===== config.mk =====
export PLATFORM = sky130hd
export DESIGN_NAME = ddr2_cmd_scheduler
export DESIGN_NICKNAME = d
export VERILOG_FILES = /design/src/rtl/ddr2_cmd_scheduler.sv
export SDC_FILE = /design/constraint.sdc
export NUM_CORES = 1
export LEC_CHECK = 0
export CORE_ASPECT_RATIO = 0.5
export CORE_MARGIN = 2
export CORE_UTILIZATION = 26
export DETAILED_ROUTE_END_ITERATION = 8
export HOLD_SLACK_MARGIN = 0.08
export PLACE_DENSITY = 0.64
export SLEW_MARGIN = 20
export SYNTH_ARGS = -nofsm -noshare
export SYNTH_HDL_FRONTEND = slang
export SYNTH_SLANG_ARGS = --single-unit

===== constraint.sdc =====
create_clock -name clk -period 2.45 [get_ports clk]
set_clock_uncertainty 0.1 [all_clocks]
set_input_delay 0.3675 -clock clk [delete_from_list [all_inputs] [get_ports clk]]
set_output_delay 0.3675 -clock clk [all_outputs]
set_load 0.005 [all_outputs]

===== src/rtl/ddr2_cmd_scheduler.sv =====
// ---------------------------------------------------------------------------
// ddr2_cmd_scheduler
// Post-init DDR2 command sequencer. Pops one 33-bit entry at a time from the
// command FIFO and runs a closed-page sequence for it: ACT, posted READ/WRITE
// with auto-precharge (A10=1), then a wait that enforces the ACT-to-ACT
// spacing. Burst data is moved between the input-data FIFO, the SSTL18 pad
// interface and the return FIFO.
//
// Optional feature: define DDR2_REFRESH_EN to enable the periodic AUTO
// REFRESH generator (one REF every 1560 clk, serviced from IDLE ahead of the
// command FIFO, followed by a 52 clk tRFC wait).
//
// Ports
//   clk, reset      system clock (ck = clk/2); synchronous active-high reset
//   ready           init engine done; scheduler stays idle while low
//   ck              current ck phase; new sequences launch only when ck==1
//   cmd_notempty    command FIFO not empty
//   cmd_data        [32:30] cmd (001 READ, 010 WRITE, else discard), [24:0] addr
//   cmd_get         one-clk pop of the command FIFO
//   in_fillcount    input-data FIFO occupancy
//   in_data         input-data FIFO head
//   in_get          input-data FIFO pop
//   ret_fillcount   return FIFO occupancy
//   ret_put         return FIFO push
//   ret_data        {addr[24:3], beat[2:0], dq_o}
//   csbar..webar    DRAM command
//   ba, a           bank address / row or column address
//   dq_i            write data to pads
//   dqs_i, dqsbar_i write strobes
//   dm_i            data mask (always 0)
//   ts_i            pad output enable (preamble + 8 beats)
//   ri_i            pad receive enable (low while driving)
//   dq_o            read data from pads
// ---------------------------------------------------------------------------
module ddr2_cmd_scheduler #(
   parameter int AL          = 3,
   parameter int CL          = 4,
   parameter int BL          = 8,
   parameter int T_RCD_CK    = 1,
   parameter int T_CYCLE_CLK = 40,
   parameter int RET_ROOM    = 24
) (
   input  logic        clk,
   input  logic        reset,
   input  logic        ready,
   input  logic        ck,
   input  logic        cmd_notempty,
   input  logic [32:0] cmd_data,
   output logic        cmd_get,
   input  logic [5:0]  in_fillcount,
   input  logic [15:0] in_data,
   output logic        in_get,
   input  logic [5:0]  ret_fillcount,
   output logic        ret_put,
   output logic [40:0] ret_data,
   output logic        csbar,
   output logic        rasbar,
   output logic        casbar,
   output logic        webar,
   output logic [1:0]  ba,
   output logic [12:0] a,
   output logic [15:0] dq_i,
   output logic [1:0]  dqs_i,
   output logic [1:0]  dqsbar_i,
   output logic [1:0]  dm_i,
   output logic        ts_i,
   output logic        ri_i,
   input  logic [15:0] dq_o
);

   localparam int WL = AL + CL - 1;

   // All timing is measured in clk cycles from the first ACT cycle (cnt==0).
   localparam logic [7:0] T_CAS     = 8'(2 * T_RCD_CK);
   localparam logic [7:0] T_RD      = 8'(2 * T_RCD_CK + 2 * (AL + CL));
   localparam logic [7:0] T_RD_END  = T_RD + 8'(BL - 1);
   localparam logic [7:0] T_WR      = 8'(2 * T_RCD_CK + 2 * WL);
   localparam logic [7:0] T_WR_END  = T_WR + 8'(BL - 1);
   // IDLE is entered one clk early so that the pop decided there launches
   // the next ACT exactly T_CYCLE_CLK after the previous one.
   localparam logic [7:0] T_RELEASE = 8'(T_CYCLE_CLK - 2);
   localparam logic [7:0] T_RFC_END = 8'(2 + 52 - 2);
   localparam logic [5:0] RET_LIM   = 6'(RET_ROOM);

   typedef enum logic [2:0] {
      S_IDLE,
      S_ACT,
      S_WAIT_RCD,
      S_CAS,
      S_DATA,
      S_WAIT_CYC,
      S_REF,
      S_WAIT_RFC
   } state_t;

   state_t      state, state_n;
   logic [7:0]  cnt;
   logic [24:0] addr_q;
   logic        is_wr;
   logic [2:0]  beat;

   logic        unused_bits;
   assign unused_bits = ^cmd_data[29:25];

`ifdef DDR2_REFRESH_EN
   logic [10:0] ref_cnt;
   logic        ref_pend;
   logic        launch_ref;
`endif

   // ------------------------------------------------------------------
   // State, sequence counter and latched command
   // ------------------------------------------------------------------
   always_ff @(posedge clk) begin
      if (reset) begin
         state  <= S_IDLE;
         cnt    <= '0;
         addr_q <= '0;
         is_wr  <= 1'b0;
      end else begin
         state <= state_n;
         if (state == S_IDLE)
            cnt <= '0;
         else if (cnt != '1)
            cnt <= cnt + 8'd1;
         if (state == S_IDLE && state_n == S_ACT) begin
            addr_q <= cmd_data[24:0];
            is_wr  <= cmd_data[31];
         end
      end
   end

`ifdef DDR2_REFRESH_EN
   // Request counter saturates at the request point and holds the pending
   // flag until IDLE launches the REF, which restarts the interval.
   always_ff @(posedge clk) begin
      if (reset) begin
         ref_cnt  <= '0;
         ref_pend <= 1'b0;
      end else if (launch_ref) begin
         ref_cnt  <= '0;
         ref_pend <= 1'b0;
      end else if (ready) begin
         if (ref_cnt >= 11'd1559)
            ref_pend <= 1'b1;
         else
            ref_cnt <= ref_cnt + 11'd1;
      end
   end
`endif

   // ------------------------------------------------------------------
   // Next state and FIFO pop
   // ------------------------------------------------------------------
   always_comb begin
      state_n = state;
      cmd_get = 1'b0;
`ifdef DDR2_REFRESH_EN
      launch_ref = 1'b0;
`endif
      if (!reset) begin
         case (state)
            S_IDLE: begin
               if (ready && ck) begin
`ifdef DDR2_REFRESH_EN
                  if (ref_pend) begin
                     launch_ref = 1'b1;
                     state_n    = S_REF;
                  end else
`endif
                  if (cmd_notempty) begin
                     case (cmd_data[32:30])
                        3'b001: if (ret_fillcount <= RET_LIM) begin
                           cmd_get = 1'b1;
                           state_n = S_ACT;
                        end
                        3'b010: if (in_fillcount >= 6'd8) begin
                           cmd_get = 1'b1;
                           state_n = S_ACT;
                        end
                        default: cmd_get = 1'b1;
                     endcase
                  end
               end
            end
            S_ACT:      if (cnt == 8'd1) state_n = (T_RCD_CK > 1) ? S_WAIT_RCD : S_CAS;
            S_WAIT_RCD: if (cnt == T_CAS - 8'd1) state_n = S_CAS;
            S_CAS:      if (cnt == T_CAS + 8'd1) state_n = S_DATA;
            S_DATA: begin
               if (is_wr ? (cnt == T_WR_END) : (cnt == T_RD_END))
                  state_n = S_WAIT_CYC;
            end
            S_WAIT_CYC: if (cnt >= T_RELEASE) state_n = S_IDLE;
            S_REF:      if (cnt == 8'd1) state_n = S_WAIT_RFC;
            S_WAIT_RFC: if (cnt >= T_RFC_END) state_n = S_IDLE;
            default:    state_n = S_IDLE;
         endcase
      end
   end

   // ------------------------------------------------------------------
   // DRAM command, pad and FIFO data outputs
   // ------------------------------------------------------------------
   always_comb begin
      csbar    = 1'b0;
      rasbar   = 1'b1;
      casbar   = 1'b1;
      webar    = 1'b1;
      a        = '0;
      ba       = '0;
      ret_put  = 1'b0;
      ret_data = '0;
      in_get   = 1'b0;
      dq_i     = '0;
      dqs_i    = '0;
      dqsbar_i = '1;
      dm_i     = '0;
      ts_i     = 1'b0;
      ri_i     = 1'b1;
      beat     = is_wr ? 3'(cnt - T_WR) : 3'(cnt - T_RD);
      if (!reset) begin
         case (state)
            S_ACT: begin
               rasbar = 1'b0;
               a      = addr_q[24:12];
               ba     = addr_q[11:10];
            end
            S_CAS: begin
               casbar = 1'b0;
               webar  = ~is_wr;
               a      = {2'b00, 1'b1, addr_q[9:0]};
               ba     = addr_q[11:10];
            end
            S_DATA: begin
               if (!is_wr) begin
                  if (cnt >= T_RD && cnt <= T_RD_END) begin
                     ret_put  = 1'b1;
                     ret_data = {addr_q[24:3], beat, dq_o};
                  end
               end else begin
                  // Output enable opens one clk early for the DQS preamble.
                  if (cnt >= T_WR - 8'd1 && cnt <= T_WR_END) begin
                     ts_i = 1'b1;
                     ri_i = 1'b0;
                  end
                  if (cnt >= T_WR && cnt <= T_WR_END) begin
                     in_get   = 1'b1;
                     dq_i     = in_data;
                     dqs_i    = {2{~beat[0]}};
                     dqsbar_i = {2{beat[0]}};
                  end
               end
            end
            S_REF: begin
               rasbar = 1'b0;
               casbar = 1'b0;
            end
            default: ;
         endcase
      end
   end

endmodule


==> results.py, run 1 <==
metrics = {
    "grt": {
        "grt_max_degree": 28,
        "antenna_found_initial": 0,
        "grt_use_met3": 0.0293,
        "busiest_layer": "met2",
        "grt.overflow.total": 0,
        "grt_usage": 0.158,
        "gr-usage-met1": 0.209,
        "grt_pass1_vias": 2554,
        "grt_pass1_wl_mm": 13.2,
        "met2_usage": 0.272,
    },
    "timing": {
        "setup_ws_ns": 0.00568,
        "slew_violations": 0,
        "hold_viol_final": 0,
        "finalCriticalPeriod_ns": 2.44,
        "rsz0062_at_grt": "true",
        "setup_viol": 0,
        "fin_crit_sh": 0.998,
        "fmax_ghz": 0.409,
        "setup_tns_ns": 0,
    },
    "min_path": {
        "hold_class": "flip-flop to flip-flop",
    },
    "drt": {
        "routed_wl_mm": 8.66,
        "wire_per_inst_um": 13.7,
        "vias": 2735,
        "drt_iter0_drc": 62,
        "postRouteAntennaNets": 0,
        "post_drt_via_cell_ratio": 4.33,
        "dr.pass1.iters": 4,
        "drc_errors": 0,
    },
    "pwr": {
        "p_int_w": 0.00121,
        "pwr-share-seq": 0.400,
        "comb_power_share": 0.115,
        "p_total_w": 0.00151,
        "pwr_density_cell_mw_per_mm2": 327,
        "p_leak_nw": 1.95,
        "ir_drop_mv": 0.218,
        "p_sw_frac": 0.200,
        "p_sw_w": 0.000302,
        "pwr-share-clk": 0.485,
    },
    "clock_tree": {
        "cts_hold_buf": 0,
        "htreeDepth": 2,
        "insertion_delay_ns": 0.28,
        "cts.sinks": 37,
        "cts-root-buf": "clkbuf_16",
        "clk_pin_slew_ns": 0.06,
        "tritoncts": "yes",
        "numCtsBuffers": 5,
        "cts_buffer_depth": 2,
    },
    "setup_path": {
        "crit_fanout": 9,
        "path_cells": "inv_4 -> ha_4 -> nor3b_2 -> o21ai_1 -> nand4b_1 -> a21oi_2 -> buf_12 -> buf_12 -> buf_8 -> and2_1 -> buf_2",
        "start_kind": "flip-flop",
        "worstSetupPathType": "flip-flop to output port",
        "crit_arrival_ns": 1.98,
        "end_kind": "output port",
        "critPathTopFamily": "buffers and inverters",
        "crit_required_ns": 1.98,
        "crit_slowest_cell": "dfxtp_2",
        "slowest_delay_ns": 0.35,
        "critPathMostFrequentCell": "buf_12",
        "path_buf_inv": 5,
    },
    "synth": {
        "synth_area_mm2": 0.00254,
        "yosysUniqueCellTypes": 52,
        "synth.avg_cell_area_um2": 8.18,
        "synth-edff-count": 0,
        "ys_ff_latch": 37,
        "yosysWarnings": 0,
        "synth_seq_area_share": 0.291,
        "syn_inst": 311,
        "synthArstFlopShare": 0,
        "synth_flop_cell": "dfxtp_1",
    },
    "finish": {
        "layout.nets": 581,
        "design_area_mm2": 0.00463,
        "num_antenna_cells": 0,
        "mostFrequentLayoutCells": "84 x clkdlybuf4s50_1, 55 x nor2_1, 47 x and2_1, 37 x mux2i_1, 34 x buf_4",
        "syn2layout_area_growth_pct": 82.1,
        "final_cells": 631,
        "drive_gt1_frac": 0.268,
        "final_common_cell": "clkdlybuf4s50_1",
    },
    "placed_design": {
        "gp_congestion": 0.838,
        "dp_slack_ns": -0.262,
        "io_buffers": 157,
        "placedInstanceArea_mm2": 0.00442,
        "hpwl_mm": 6.54,
        "dp.cells": 610,
    },
    "floorplan": {
        "die_x_um": 144,
        "dieArea_mm2": 0.0106,
        "initial_utilization": 0.268,
        "io-pin-count": 169,
        "row_count": 25,
        "design.core.area_mm2": 0.00948,
        "die_y_um": 73.9,
    },
    "run_status": {
        "status": "finished, final reports clean",
    },
    "job": {
        "cap_violations": 0,
    },
}
==> kinds of logic after synthesis <==
group / Yosys count / share of synthesized area
compound gates: 23 / 0.0728
xor+xnor: 4 / 0.0138
fa+ha+maj: 4 / 0.0197
buf+inv: 36 / 0.0866
flops: 37 / 0.291
mux: 37 / 0.146
other cells: 1 / 0.00147
simple gates: 169 / 0.369
==> through the flow <==
step	utilization	hold slack [ns]
floorplan	-	0.360
global placement	0.466	0.372
detailed placement	0.466	0.388
CTS	0.488	0.402
global route	0.488	0.449
finish	0.488	0.393
==> flip-flops by register name (all words and copies together) (netlist names) <==
register	cells
is_wr	1
state	3
cnt	8
addr_q	25
==> worst register-to-register path, stage by stage, from the launching register on <==
cell	delay, ns
dfxtp_1	0.31
buf_4	0.17
or3_1	0.42
buf_4	0.17
a2111oi_4	0.25
buf_12	0.26
mux2i_1	0.26
nor2_1	0.05
==> power by group through the flow <==
stage	clock network (W)	logic (W)	registers [W]
4_1_cts	0.000762	0.000172	0.000606
6_report	0.000734	0.000174	0.000606
3_3_place_gp	0	0.000169	0.000620
3_5_place_dp	0	0.000170	0.000620
2_1_floorplan	0	0.0000383	0.000619
5_1_grt	0.000786	0.000186	0.000606
==> cell usage after synthesis (3+ instances only) <==
master    number  share of area
clkbuf_1      12          0.018
o21ai_0        4         0.0079
or3_1          3         0.0074
and3_1         5          0.012
and2_1        54           0.13
dfxtp_1       37           0.29
nand2b_1       3         0.0074
nand2_1       10          0.015
buf_4          5          0.015
nor3b_1        3         0.0089
nand3_1        9          0.018
nor2_1        55          0.081
nor4_1         5          0.012
nand4_1        3         0.0074
a21oi_1        5         0.0098
buf_2          4         0.0079
xor2_1         3          0.010
inv_1          7          0.010
mux2i_1       37           0.15
nor2b_1        5          0.012
ha_1           4          0.020
==> path summary, 6_finish.rpt <==
| kind | end | slack [ns] | from | depth (start not counted) |
|---|---|---|---|---|
| setup / recovery | dq_i[10] | 0.006 | cnt[1]$_SDFFE_PP0P_ | 11 |
| hold / removal | addr_q[2]$_SDFFE_PP0P_ | 0.39 | addr_q[2]$_SDFFE_PP0P_ | 2 |
| setup reg to reg | addr_q[11]$_SDFFE_PP0P_ | 0.35 | state[0]$_SDFF_PP0_ | 7 |
| hold reg to reg | addr_q[2]$_SDFFE_PP0P_ | 0.39 | addr_q[2]$_SDFFE_PP0P_ | 2 |
==> final cells by class <==
class	instances	area, um2
clock buffers	6	129
inverters	7	31.3
fillers	929	4850
repair buffers	204	1810
flip-flops and latches	37	748
multi-input cells	240	1700
well taps	135	169
clock inverters	2	38.8
==> per-layer routing <==
metal | share of wire | wire length (um)
met1 | 0.47 | 4060
met4 | 0.0079 | 68
met3 | 0.049 | 420
met2 | 0.47 | 4110
met5 | 0 | 0
==> repair_timing <==
action | 4_1_cts | 5_1_grt
pin swaps | 4 | 8
endpoints found under the hold margin | 0 | 0
setup endpoints to repair | 80 | 53
resized for setup | 157 | 73
cloned | 1 | 1
buffers inserted | 7 | 4
(Power assumes the default switching activity.)
==> run 2, diff against run 1 <==
Settings changed: SETUP_SLACK_MARGIN set to 0.4.
==> run 2 against run 1 <==
Against the previous run: the flow now finishes with violations (setup timing); utilization is 9.6 points higher; clock power is 4.5% higher; register-to-register slack worse by 0.15 ns; setup slack worse by 0.029 ns; sequential power hardly changed; sequential cell count stayed put; hold slack better by 0.0077 ns; routed wire length is 22% higher; die area stayed put.
==> results.py, run 2 (synthesis gave the netlist of run 1 again) <==
metrics = {
    "clock_tree": {
        "insertion_delay_ns": 0.29,
        "tritoncts": "yes",
        "cts_hold_buf": 0,
        "clk_pin_slew_ns": 0.06,
        "htreeDepth": 2,
        "numCtsBuffers": 5,
        "cts_buffer_depth": 2,
        "cts-root-buf": "clkbuf_16",
        "cts.sinks": 37,
    },
    "finish": {
        "num_antenna_cells": 0,
        "largest_register_ffs": 25,
        "mostFrequentLayoutCells": "89 x buf_6, 60 x clkdlybuf4s50_1, 54 x and2_4, 49 x nor2_1, 39 x buf_4",
        "fill_cells": 810,
        "syn2layout_area_growth_pct": 118,
        "largest_register": "addr_q",
        "reg_top3": "addr_q x25, cnt x8, state x3",
        "layout.nets": 620,
        "final_common_cell": "buf_6",
        "drive_gt1_frac": 0.510,
    },
    "pwr": {
        "p_sw_frac": 0.204,
        "p_leak_nw": 2.30,
        "pwr_density_cell_mw_per_mm2": 281,
        "ir_drop_mv": 0.221,
        "pwr-share-seq": 0.389,
        "p_int_w": 0.00124,
        "comb_power_share": 0.119,
        "p_sw_w": 0.000318,
        "pwr-share-clk": 0.492,
        "p_total_w": 0.00156,
    },
    "min_path": {
        "hold_class": "flip-flop to flip-flop",
    },
    "timing": {
        "setup_viol": 4,
        "finalCriticalPeriod_ns": 2.47,
        "fmax_ghz": 0.404,
        "fin_crit_sh": 1.01,
        "hold_viol_final": 0,
        "setup_ws_ns": -0.0233,
        "slew_violations": 0,
        "rsz0062_at_grt": "true",
    },
    "drt": {
        "dr.pass1.iters": 4,
        "vias": 3033,
        "postRouteAntennaNets": 0,
        "wire_per_inst_um": 15.8,
        "drc_errors": 0,
        "post_drt_via_cell_ratio": 4.53,
        "routed_wl_mm": 10.6,
        "drt_iter0_drc": 133,
    },
    "grt": {
        "grt_pass1_wl_mm": 13.5,
        "grt_max_degree": 37,
        "grt_usage": 0.163,
        "grt_pass1_vias": 2592,
        "grt.overflow.total": 0,
        "antenna_found_initial": 0,
    },
    "setup_path": {
        "reg2reg_setup_slack_ns": 0.20,
        "worstSetupPathType": "flip-flop to output port",
        "start_kind": "flip-flop",
        "end_kind": "output port",
        "crit_required_ns": 1.98,
        "crit_fanout": 3,
        "crit_arrival_ns": 2.01,
    },
    "floorplan": {
        "io-pin-count": 169,
        "die_y_um": 73.9,
        "row_count": 25,
        "dieArea_mm2": 0.0106,
        "design.core.area_mm2": 0.00948,
        "initial_utilization": 0.268,
        "die_x_um": 144,
    },
    "placed_design": {
        "gp_congestion": 0.806,
        "io_buffers": 157,
        "hpwl_mm": 6.56,
        "dp_slack_ns": -0.277,
    },
    "run_status": {
        "status": "finished, violations left",
        "violations": "setup timing",
    },
    "job": {
        "cap_violations": 0,
    },
}
-- run 2: cell types whose count changed in the layout (fill, tap and decap cells not counted), moves of 5 or more --
cell | previous run | this run
clkbuf_2 | 26 | 10
buf_2 | 20 | 13
and2_1 | 47 | 0
clkdlybuf4s50_1 | 84 | 60
nor2_2 | 0 | 5
and2_4 | 7 | 54
buf_6 | 6 | 89
buf_8 | 1 | 8
dlygate4sd2_1 | 19 | 7
buf_4 | 34 | 39
nor2_1 | 55 | 49
-- run 2: power by group through the flow --
| stage | Combinational [W] | Sequential, W | Clock (W) |
|---|---|---|---|
| 2_1_floorplan | 0.0000383 | 0.000619 | 0 |
| 3_3_place_gp | 0.000165 | 0.000620 | 0 |
| 3_5_place_dp | 0.000167 | 0.000620 | 0 |
| 4_1_cts | 0.000175 | 0.000607 | 0.000778 |
| 5_1_grt | 0.000196 | 0.000606 | 0.000807 |
| 6_report | 0.000185 | 0.000606 | 0.000767 |
-- run 2: worst paths after layout --
check,startpoint,end,cells past startpoint
hold reg to reg,addr_q[11]$_SDFFE_PP0P_,addr_q[11]$_SDFFE_PP0P_,2
setup reg to reg,state[1]$_SDFF_PP0_,is_wr$_SDFFE_PP0P_,9
hold / removal,addr_q[11]$_SDFFE_PP0P_,addr_q[11]$_SDFFE_PP0P_,2
setup / recovery,cnt[1]$_SDFFE_PP0P_,ri_i,12
-- run 2: area by class of cell --
type / count / area (um2) / area share
repair buffers: 243 / 2480 / 0.448
multi-input cells: 240 / 1930 / 0.349
flip-flops and latches: 37 / 752 / 0.136
well taps: 135 / 169 / 0.0305
clock buffers: 7 / 143 / 0.0258
inverters: 7 / 31.3 / 0.00565
clock inverters: 1 / 30.0 / 0.00542
-- run 2: metal layers --
| layer | wire [um] | vias to the layer above | share of wire | global-route usage |
|---|---|---|---|---|
| li1 | - | 1484 | - | - |
| met1 | 4710 | 1439 | 0.45 | 0.213 |
| met2 | 5160 | 97 | 0.49 | 0.281 |
| met3 | 552 | 13 | 0.052 | 0.0319 |
| met4 | 133 | 0 | 0.013 | 0.0414 |
| met5 | 0 | - | 0 | 0 |
-- run 2: per-stage QoR --
| stage | utilization | cells | cell area (um2) | setup TNS (ns) | hold slack [ns] |
|---|---|---|---|---|---|
| 3_5_place_dp | 0.463 | 609 | 4390 | -5.20 | 0.392 |
| 2_1_floorplan | - | 313 | 2550 | 0 | 0.360 |
| 4_1_cts | 0.522 | 643 | 4950 | -0.268 | 0.405 |
| 3_3_place_gp | 0.463 | 609 | 4390 | -4.72 | 0.376 |
| 6_report | 0.584 | 670 | 5540 | -0.0448 | 0.401 |
| 5_1_grt | 0.584 | 670 | 5540 | -1.66 | 0.427 |
-- run 2: worst max-delay path, cell delays in order (launching register included) --
cell,delay [ns]
dfxtp_2,0.33
inv_4,0.08
ha_4,0.14
nor3b_2,0.04
o21ai_1,0.11
nand4b_1,0.23
buf_4,0.23
buf_6,0.10
buf_6,0.10
buf_6,0.10
a21oi_4,0.11
inv_1,0.05
clkbuf_2,0.10
-- run 2: timing repair --
| item | CTS | global route |
|---|---|---|
| pin swaps | 22 | 49 |
| resized for setup | 298 | 241 |
| gates cloned | 5 | 5 |
| setup endpoints to repair | 110 | 108 |
| buffers inserted | 21 | 22 |
